## src/rtl/counter_readout_seq_pkg.sv

```systemverilog
// Shared types and constants for the counter readout sequencer.
// Holds the FSM state encoding, default geometry and the frame-length helper.
package counter_readout_pkg;

  typedef enum logic [2:0] {
    IDLE  = 3'd0,
    SNAP  = 3'd1,
    LOAD  = 3'd2,
    SHIFT = 3'd3,
    DONE  = 3'd4
  } state_e;

  localparam int NCH_DEF    = 8;
  localparam int CNT_W_DEF  = 8;
  localparam int ADDR_W_DEF = 4;

  // SNAP + DONE, plus one LOAD and CNT_W SHIFT cycles per channel.
  function automatic int frame_len(input int nch, input int cnt_w);
    return 2 + nch * (1 + cnt_w);
  endfunction

endpackage

```

## src/rtl/counter_readout_seq_if.sv

```systemverilog
// Chip-level readout pins of the counter readout sequencer, plus a debug view of its FSM state.
// Handshake: cnt_data is a combinational function of addr and is sampled at the end of every sl=0 cycle.
interface counter_readout_seq_if #(
  parameter int CNT_W  = 8,
  parameter int ADDR_W = 4
);
  import counter_readout_pkg::*;

  logic              rtc;
  logic [CNT_W-1:0]  cnt_data;
  logic [ADDR_W-1:0] addr;
  logic              snap;
  logic              sl;
  logic              ser_out;
  logic              busy;
  logic              frame_done;
  logic              ovf_rtc;
  state_e            state;

  modport slave (
    input  rtc, cnt_data,
    output addr, snap, sl, ser_out, busy, frame_done, ovf_rtc, state
  );

  modport master (
    output rtc, cnt_data,
    input  addr, snap, sl, ser_out, busy, frame_done, ovf_rtc, state
  );

endinterface

```

## src/rtl/counter_readout_seq_piso.sv

```systemverilog
// Parallel-load, MSB-first shift register feeding the serial readout line.
module readout_piso #(
  parameter int W = 8
) (
  input  logic         clk,
  input  logic         reset,
  input  logic         i_load,
  input  logic         i_shift,
  input  logic [W-1:0] i_data,
  output logic         o_msb
);

  logic [W-1:0] r_shreg;

  always_ff @(posedge clk) begin
    if (reset) begin
      r_shreg <= '0;
    end else if (i_load) begin
      r_shreg <= i_data;
    end else if (i_shift) begin
      r_shreg <= {r_shreg[W-2:0], 1'b0};
    end
  end

  assign o_msb = r_shreg[W-1];

endmodule

```

## src/rtl/counter_readout_seq.sv

```systemverilog
// Readout sequencer: on each RTC rising edge, snapshot all channels and shift every
// channel count out MSB-first while walking the channel address 0..NCH-1.
module counter_readout_seq
  import counter_readout_pkg::*;
#(
  parameter int NCH    = NCH_DEF,
  parameter int CNT_W  = CNT_W_DEF,
  parameter int ADDR_W = ADDR_W_DEF
) (
  input  logic                  clk,
  input  logic                  reset,
  counter_readout_seq_if.slave  bus
);

  localparam int BW = (CNT_W > 2) ? $clog2(CNT_W) : 1;
  localparam logic [BW-1:0]     LAST_BIT  = BW'(CNT_W - 1);
  localparam logic [ADDR_W-1:0] LAST_ADDR = ADDR_W'(NCH - 1);

  state_e            r_state;
  state_e            w_next;
  logic              r_rtc_q;
  logic [ADDR_W-1:0] r_addr;
  logic [BW-1:0]     r_bitcnt;
  logic              r_ovf;
  logic              w_tick;
  logic              w_last_bit;
  logic              w_last_ch;
  logic              w_msb;

  // r_rtc_q resets high so an rtc already asserted at reset release is not a tick.
  assign w_tick     = bus.rtc & ~r_rtc_q;
  assign w_last_bit = (r_bitcnt == LAST_BIT);
  assign w_last_ch  = (r_addr == LAST_ADDR);

  always_ff @(posedge clk) begin
    if (reset) begin
      r_state <= IDLE;
    end else begin
      r_state <= w_next;
    end
  end

  always_comb begin
    w_next = r_state;
    case (r_state)
      IDLE:    if (w_tick) w_next = SNAP;
      SNAP:    w_next = LOAD;
      LOAD:    w_next = SHIFT;
      SHIFT:   if (w_last_bit) w_next = w_last_ch ? DONE : LOAD;
      DONE:    w_next = IDLE;
      default: w_next = IDLE;
    endcase
  end

  always_ff @(posedge clk) begin
    if (reset) begin
      r_rtc_q  <= 1'b1;
      r_addr   <= '0;
      r_bitcnt <= '0;
      r_ovf    <= 1'b0;
    end else begin
      r_rtc_q <= bus.rtc;
      // A tick outside IDLE is recorded but never restarts the frame.
      if (w_tick && (r_state != IDLE)) r_ovf <= 1'b1;
      case (r_state)
        SNAP:  r_addr <= '0;
        LOAD:  r_bitcnt <= '0;
        SHIFT: begin
          r_bitcnt <= r_bitcnt + 1'b1;
          if (w_last_bit && !w_last_ch) r_addr <= r_addr + 1'b1;
        end
        DONE:  r_addr <= '0;
        default: ;
      endcase
    end
  end

  readout_piso #(.W(CNT_W)) u_piso (
    .clk     (clk),
    .reset   (reset),
    .i_load  (r_state == LOAD),
    .i_shift (r_state == SHIFT),
    .i_data  (bus.cnt_data),
    .o_msb   (w_msb)
  );

  always_comb begin
    bus.snap       = 1'b0;
    bus.sl         = 1'b1;
    bus.ser_out    = 1'b0;
    bus.frame_done = 1'b0;
    bus.busy       = (r_state != IDLE);
    case (r_state)
      SNAP:    bus.snap = 1'b1;
      LOAD:    bus.sl = 1'b0;
      SHIFT:   bus.ser_out = w_msb;
      DONE:    bus.frame_done = 1'b1;
      default: ;
    endcase
  end

  assign bus.addr    = r_addr;
  assign bus.ovf_rtc = r_ovf;
  assign bus.state   = r_state;

endmodule
```

## src/flat_wrapper.sv

```systemverilog
// flat-port wrapper written by rule: the top's interface ports become plain ports
module counter_readout_seq_flat import counter_readout_pkg::*;
#(
  parameter int NCH    = NCH_DEF,
  parameter int CNT_W  = CNT_W_DEF,
  parameter int ADDR_W = ADDR_W_DEF
)
  (clk, reset, bus_rtc, bus_cnt_data, bus_addr, bus_snap, bus_sl, bus_ser_out, bus_busy, bus_frame_done, bus_ovf_rtc, bus_state);
  counter_readout_seq_if #(.CNT_W(CNT_W), .ADDR_W(ADDR_W)) bus_i ();
  input  logic clk;
  input  logic reset;
  input wire logic [$bits(bus_i.rtc)-1:0] bus_rtc;
  input wire logic [$bits(bus_i.cnt_data)-1:0] bus_cnt_data;
  output wire logic [$bits(bus_i.addr)-1:0] bus_addr;
  output wire logic [$bits(bus_i.snap)-1:0] bus_snap;
  output wire logic [$bits(bus_i.sl)-1:0] bus_sl;
  output wire logic [$bits(bus_i.ser_out)-1:0] bus_ser_out;
  output wire logic [$bits(bus_i.busy)-1:0] bus_busy;
  output wire logic [$bits(bus_i.frame_done)-1:0] bus_frame_done;
  output wire logic [$bits(bus_i.ovf_rtc)-1:0] bus_ovf_rtc;
  output wire logic [$bits(bus_i.state)-1:0] bus_state;
  assign bus_i.rtc = bus_rtc;
  assign bus_i.cnt_data = bus_cnt_data;
  assign bus_addr = bus_i.addr;
  assign bus_snap = bus_i.snap;
  assign bus_sl = bus_i.sl;
  assign bus_ser_out = bus_i.ser_out;
  assign bus_busy = bus_i.busy;
  assign bus_frame_done = bus_i.frame_done;
  assign bus_ovf_rtc = bus_i.ovf_rtc;
  assign bus_state = bus_i.state;
  counter_readout_seq #(.NCH(NCH), .CNT_W(CNT_W), .ADDR_W(ADDR_W)) u_core (.clk(clk), .reset(reset), .bus(bus_i));
endmodule
```

## config.mk

```make
export PLATFORM = sky130hd
export DESIGN_NAME = counter_readout_seq_flat
export DESIGN_NICKNAME = d
export VERILOG_FILES = /design/src/rtl/counter_readout_seq_pkg.sv /design/src/rtl/counter_readout_seq_if.sv /design/src/rtl/counter_readout_seq_piso.sv /design/src/rtl/counter_readout_seq.sv /design/src/flat_wrapper.sv
export SDC_FILE = /design/constraint.sdc
export NUM_CORES = 1
export LEC_CHECK = 0
export BUFFER_PORTS_ARGS = -buffer_cell sky130_fd_sc_hd__clkbuf_2
export CAP_MARGIN = 15
export CORE_AREA = 4 4 50 52
export DETAILED_ROUTE_END_ITERATION = 7
export DIE_AREA = 0 0 54 56
export GPL_TIMING_DRIVEN = 1
export HOLD_SLACK_MARGIN = 0.02
export PLACE_DENSITY = 0.73
export REMOVE_ABC_BUFFERS = 1
export SLEW_MARGIN = 30
export SYNTH_ARGS = -nofsm -noshare
export SYNTH_HDL_FRONTEND = slang
export SYNTH_HIERARCHICAL = 1
export SYNTH_SLANG_ARGS = --single-unit
```

## constraint.sdc

```tcl
create_clock -name clk -period 1.6 [get_ports clk]
set_input_delay 0.24 -clock clk [delete_from_list [all_inputs] [get_ports clk]]
set_output_delay 0.24 -clock clk [all_outputs]
set_load 0.02 [all_outputs]
```

==> summary.md, run 1 <==
| Metric | Value |
|---|---|
| Status | finished clean |
| Yosys top cell by area | dfxtp_1 |
| NetSw | 0.0002198 W |
| H-tree levels | 1 |
| CP arrival | 1.32 ns |
| DP HPWL | 1554 um |
| Fillcell total | 190 |
| Initial DRC count | 19 |
| # DRC | 0 |
| Commonest cells in the netlist | dfxtp_1 (20), mux2i_1 (8), nor2b_1 (8) |
| Avg Cell Area, Syn | 9.390 um^2 |
| CP required | 1.36 ns |
| First-pass GRT wire length | 3374 um |
| Synth warnings | 6 |
| # port buffers | 23 |
| Overall routed net length | 2064 um |
| Clock slew at reported path FFs | 0.10 ns |
| Slew @ Worst Pin | 0.2469 ns |
| Worst skew pair latency | 0.30 ns |
| Min-delay src | bus_rtc |
| VDD IR max | 430.2 uV |
| Worst-case clock skew | 0.001622 ns |
| Finished Layout Cells | 162 |
| Synth Register Bits | 20 |
| Final hold violations | 0 |
| Final setup TNS | 0 ns |
| Nets | 150 |
| Sequential Power Share | 0.598 |
| Max-slew headroom | 0.8351 |
| Hold Path Stages | 2 |
| Critical path type | reg -> out |
| Drt wl/cell | 12.74 um |
| Chip height | 56 um |
| Ports | 24 |
| Gr ovfl total | 0 |
| Startpoint types | flop |
| Hold slack final | 0.1573 ns |
| Ys flop type | dfxtp_1 |
| CTS root buf | clkbuf_4 |
| Vias in the first global route | 812 |
| Final setup viols | 0 |
| Hold Path End | u_core/r_rtc_q |
| Die Area | 3024 um^2 |
| P_leak | 0.5198 nW |
| Worst Setup SP | u_core/bus.state[2] |
| Clock tree buffer depth | 2 |
| Most instantiated library cell after synthesis | dfxtp_1 |
| R2r worst-path depth | 5 |
| GP Congestion | 0.7754 |
| Reg-to-reg slack, setup | 0.13 ns |
| Post-route ant nets | 0 |
| Clock sinks | 20 |
| Number of antenna violations at the first check in global routing | 0 |
| Internal power | 0.0006606 W |
| Fin crit share | 0.9732 |
| Pins over their slew limit | 0 |
| Hold Buf Count CTS | 0 |
| Yosys top cell area share | 0.3985 |
| Rows | 17 |
| Via count | 871 |
| Power Density | 707.9 nW/um^2 |
| Async S/R FF share, synth | 0 |
| Clock power frac | 0.263 |
| Layout cell share with drive strength beyond 1 | 0.3433 |
| Total track usage | 0.1461 |
| Pin count of the biggest net entering global routing | 13 |
| CTS tree | yes |
| Fmax | 642.2 MHz |
| Top cells by area, synth | dfxtp_1 (40%), mux2i_1 (8.0%), a211oi_1 (5.2%) |
| Routed vias/inst | 5.377 |
| Sw frac | 0.2497 |
| Synth Cell Area | 1005 um^2 |
| TritonCTS Buffers | 3 |
| Core ar. | 2106 um^2 |
| Area Growth Syn to Fin | 23.79% |
| Starting density of the core | 0.4771 |
| Mapped Cells | 107 |
| Worst reg2reg path startpoint | u_core/r_bitcnt[0] |
| Drt pass-1 iters | 4 |
| Combinational share of power | 0.139 |
| Die width | 54 um |
| Share of the core filled with cells | 0.5906 |
| Placed cell count | 157 |
| Min Tclk post-route | 1.557 ns |
| Post-synth EDFFs | 0 |
| Pwr Total | 0.0008804 W |
| Antenna cells | 0 |
| Register area share after synthesis | 0.3985 |
| Worst hold-check path type | in -> reg |
| Max FO, Critical Path | 8 |
| Max cap viols | 0 |
| CP Capture Type | primary output |
| FF-to-FF End | u_core/bus.addr[0] |
| Netlist cell types | 34 |
-- routing by layer --
metal,up-vias,share of wire,global-route usage
li1,440,-,-
met1,400,0.41,0.1724
met2,26,0.50,0.2405
met3,5,0.066,0.02949
met4,0,0.017,0.07473
met5,-,0,0
-- how the worst max path moves through the flow --
stage | endpoint | slack [ns] | cells past startpoint
global placement | u_core/bus.addr[0] | 0.11 | 5
CTS | bus_busy | 0.007 | 3
global route | bus_busy | -0.002 | 3
floorplan | bus_ser_out | -0.10 | 2
finish | bus_busy | 0.04 | 3
detailed placement | u_core/bus.addr[0] | 0.06 | 5
-- cell type report --
cell class                 count  area (um^2)  area share
timing repair buffer          31        192.7      0.1549
tap                           28        35.03     0.02817
sequential                    20        409.1      0.3290
clock buffer                   3        22.52     0.01811
inverter                       5        18.77     0.01509
multi-input combinational     75        565.5      0.4547
-- kinds of logic (layout without fill, tap and decap cells) --
| logic type | after synthesis | after routing | synth area share |
|---|---|---|---|
| mux | 8 | 8 | 0.07970 |
| compound gates | 22 | 22 | 0.1470 |
| simple gates | 40 | 40 | 0.2503 |
| buf+inv | 12 | 39 | 0.06973 |
| fa+ha+maj | 3 | 3 | 0.03736 |
| xor+xnor | 2 | 2 | 0.01744 |
| flops | 20 | 20 | 0.3985 |
-- placed cells by master, fill, tap and decap left out, types with 2 or more instances in the layout --
master | synthesis | layout
nor3_1 | 3 | 3
nand2b_1 | 4 | 4
dfxtp_4 | 0 | 2
clkbuf_4 | 0 | 3
dfxtp_1 | 20 | 17
clkbuf_2 | 0 | 21
ha_1 | 3 | 2
nand2_1 | 4 | 4
o21ai_0 | 4 | 4
buf_6 | 2 | 2
inv_1 | 5 | 4
a211oi_1 | 7 | 6
a21oi_1 | 4 | 4
buf_4 | 0 | 6
nor2b_1 | 8 | 7
mux2i_1 | 8 | 8
nor2_1 | 4 | 4
nand3_1 | 5 | 5
a31oi_1 | 2 | 2
nor3b_1 | 3 | 2
-- per-stage QoR --
stage / cell area, um^2 / setup WS, ns
final: 1244 / 0.04282
after CTS: 1200 / 0.007092
after floorplan: 953.4 / -0.1025
after global placement: 1149 / 0.1062
after global routing: 1244 / -0.001676
after detailed placement: 1149 / 0.05863
-- flip-flops by register name, summed over array words and instances (netlist names) --
register / flops
u_core/u_piso/r_shreg: 8
u_core/r_rtc_q: 1
u_core/bus.state: 3
u_core/r_bitcnt: 3
u_core/bus.addr: 4
u_core/bus.ovf_rtc: 1
-- power by group through the flow --
stage	combinational [W]	clock (W)	sequential [W]
floorplan	0.0000531	0	0.000546
global placement	0.000105	0	0.000539
detailed placement	0.000107	0	0.000540
CTS	0.000115	0.000239	0.000529
global route	0.000135	0.000258	0.000530
finish	0.000122	0.000231	0.000527
-- critical path, stage by stage (launching register included) --
cell	delay, ns
dfxtp_4	0.37
buf_6	0.13
or3_4	0.38
buf_8	0.14
-- repair_timing --
item                       4_1_cts  5_1_grt
setup endpoints to repair        4       13
resized for setup                7       12
pin swaps                        0        1
hold endpoints to repair         0        0
buffers inserted                 1        1
No activity file was read; power rests on OpenSTA's default activity.
==> run 2: changes to the inputs <==
REMOVE_ABC_BUFFERS = default   (was 1)
==> summary.md, run 2 (synthesis results as in run 1) <==
| Metric | Value |
|---|---|
| P_leak | 0.4948 nW (was 0.5198 nW) |
| CP arrival | 1.34 ns (was 1.32 ns) |
| Top delay family on crit path | simple AND/OR/NAND/NOR gates (unchanged) |
| Rows | 17 (unchanged) |
| TritonCTS Buffers | 3 (unchanged) |
| Initial DRC count | 12 (was 19) |
| Fmax | 632.9 MHz (was 642.2 MHz) |
| Post-Place Setup Slack | 0.03026 ns (was 0.05863 ns) |
| CP peak stage delay | 0.38 ns (about the same) |
| RSZ-0062 raised after global routing | yes |
| Vias in the first global route | 775 (was 812) |
| Max FFs per register | 8 (unchanged) |
| Status | finished clean (unchanged) |
| Critical-path cell list | buf_4 -> or3_1 -> buf_2 (was buf_6 -> or3_4 -> buf_8) |
| Clock slew at reported path FFs | 0.10 ns (about the same) |
| Reg-to-reg slack, setup | 0.13 ns (about the same) |
| Slowest cell on crit path | or3_1 (was or3_4) |
| Core ar. | 2106 um^2 (unchanged) |
| H-tree levels | 1 (unchanged) |
| VDD IR max | 339.2 uV (was 430.2 uV) |
| Worst path bufs/invs | 2 (unchanged) |
| Dpl cell area | 1156 um^2 (was 1149 um^2) |
| Hold Buf Count CTS | 0 (unchanged) |
| Startpoint types | flop (unchanged) |
| Antenna cells | 0 (unchanged) |
| Worst skew pair latency | 0.28 ns (was 0.30 ns) |
| Fin crit share | 0.9876 (was 0.9732) |
| Max cap viols | 0 (unchanged) |
| Max FO, Critical Path | 10 (was 8) |
| Syn Nets | 121 |
| Die width | 54 um (unchanged) |
| DP HPWL | 1478 um (was 1554 um) |
| Chip height | 56 um (unchanged) |
| Final worst slack | 0.01989 ns (was 0.04282 ns) |
| First-pass GRT wire length | 3443 um (was 3374 um) |
| Gr ovfl total | 0 (unchanged) |
| Pins over their slew limit | 0 (unchanged) |
| Total track usage | 0.1519 (was 0.1461) |
| Via count | 858 (was 871) |
| Placed cell count | 156 (was 157) |
| Fin area | 1199 um^2 (was 1244 um^2) |
| Min Tclk post-route | 1.580 ns (was 1.557 ns) |
| Slew @ Worst Pin | 0.2730 ns (was 0.2469 ns) |
| GP Congestion | 0.7515 (was 0.7754) |
| Finished Layout Cells | 159 (was 162) |
| Power Density | 717.6 nW/um^2 (was 707.9 nW/um^2) |
| Pin count of the biggest net entering global routing | 12 (was 13) |
| CP required | 1.36 ns (about the same) |
| Share of the core filled with cells | 0.5692 (was 0.5906) |
| Starting density of the core | 0.4771 (unchanged) |
| Final setup TNS | 0 ns (unchanged) |
| Nets | 147 (was 150) |
| Post-route ant nets | 0 (unchanged) |
| Final hold violations | 0 (unchanged) |
| Layout cell share with drive strength beyond 1 | 0.3206 (was 0.3433) |
| Post-CTS Repair Setup Buffers | 0 (was 1) |
| Number of antenna violations at the first check in global routing | 0 (unchanged) |
| Area Growth Syn to Fin | 19.30% (was 23.79%) |
| Routed vias/inst | 5.396 (was 5.377) |
| Die Area | 3024 um^2 (unchanged) |
| CP Capture Type | primary output (unchanged) |
| Clock sinks | 20 (unchanged) |
| Most flop-heavy register | u_core/u_piso/r_shreg (unchanged) |
| Critical path type | reg -> out (unchanged) |
| Worst-case clock skew | 0.001071 ns (was 0.001622 ns) |
| # port buffers | 23 (unchanged) |
| Drt wl/cell | 12.69 um (was 12.74 um) |
| Max-slew headroom | 0.8176 (was 0.8351) |
| Most common cell after layout, fill and taps aside | clkbuf_2 (unchanged) |
| Drt pass-1 iters | 4 (unchanged) |
| Final setup viols | 0 (unchanged) |
| Ports | 24 (unchanged) |
| CTS tree | yes (unchanged) |
| Most frequent cells in the layout | clkbuf_2 (22), dfxtp_1 (15), nor2b_1 (8), mux2i_1 (8), a211oi_1 (7) (was clkbuf_2 (21), dfxtp_1 (17), mux2i_1 (8), nor2b_1 (7)) |
| Worst hold-check path type | in -> reg (unchanged) |
| Overall routed net length | 2017 um (was 2064 um) |
| Clock tree buffer depth | 2 (unchanged) |
| # DRC | 0 (unchanged) |
| CTS root buf | clkbuf_4 (unchanged) |
run 2: cell type report:
cell class                      instances  area (um^2)
Clock buffer                            3        22.52
Fill cell                             193        907.1
Inverter                                5        18.77
Multi-Input combinational cell         75        550.5
Sequential cell                        20        406.6
Tap cell                               28        35.03
Timing Repair Buffer                   28        165.2
run 2: power breakdown:
group          internal [W]  total (W)  switching (W)
Sequential         0.000517   0.000529      0.0000121
Clock             0.0000874   0.000223       0.000135
Combinational     0.0000479   0.000109      0.0000608
Total              0.000652   0.000860       0.000208
run 2: final timing paths:
check,startpoint,endpoint,depth (start not counted)
min,bus_rtc,u_core/r_rtc_q,2
max reg2reg,u_core/r_bitcnt[0],u_core/bus.addr[0],5
max,u_core/bus.state[2],bus_busy,3
min reg2reg,u_core/r_bitcnt[1],u_core/r_bitcnt[1],2
run 2: metal layers:
metal | track usage | wire [um]
met1 | 0.2098 | 959
met2 | 0.2215 | 953
met3 | 0.02681 | 64
met4 | 0.07473 | 40
met5 | 0 | 0
run 2: what timing repair did:
action,4_1_cts,5_1_grt
pin swaps,0,0
resized for setup,1,8
endpoints found under the setup margin,1,9
run 2: stage by stage:
stage | total power, W | hold WS [ns]
floorplan | 0.0006098 | 0.3466
global placement | 0.0006448 | 0.4439
detailed placement | 0.0006482 | 0.4542
CTS | 0.0008720 | 0.1562
global route | 0.0009054 | 0.1696
finish | 0.0008601 | 0.1673
run 2: worst register-to-register path: stages, from the launching register on:
cell and delay (ns):
dfxtp_2 0.35, ha_2 0.19, ha_4 0.18, nand4b_4 0.13, or4_1 0.47, o21ai_0 0.08
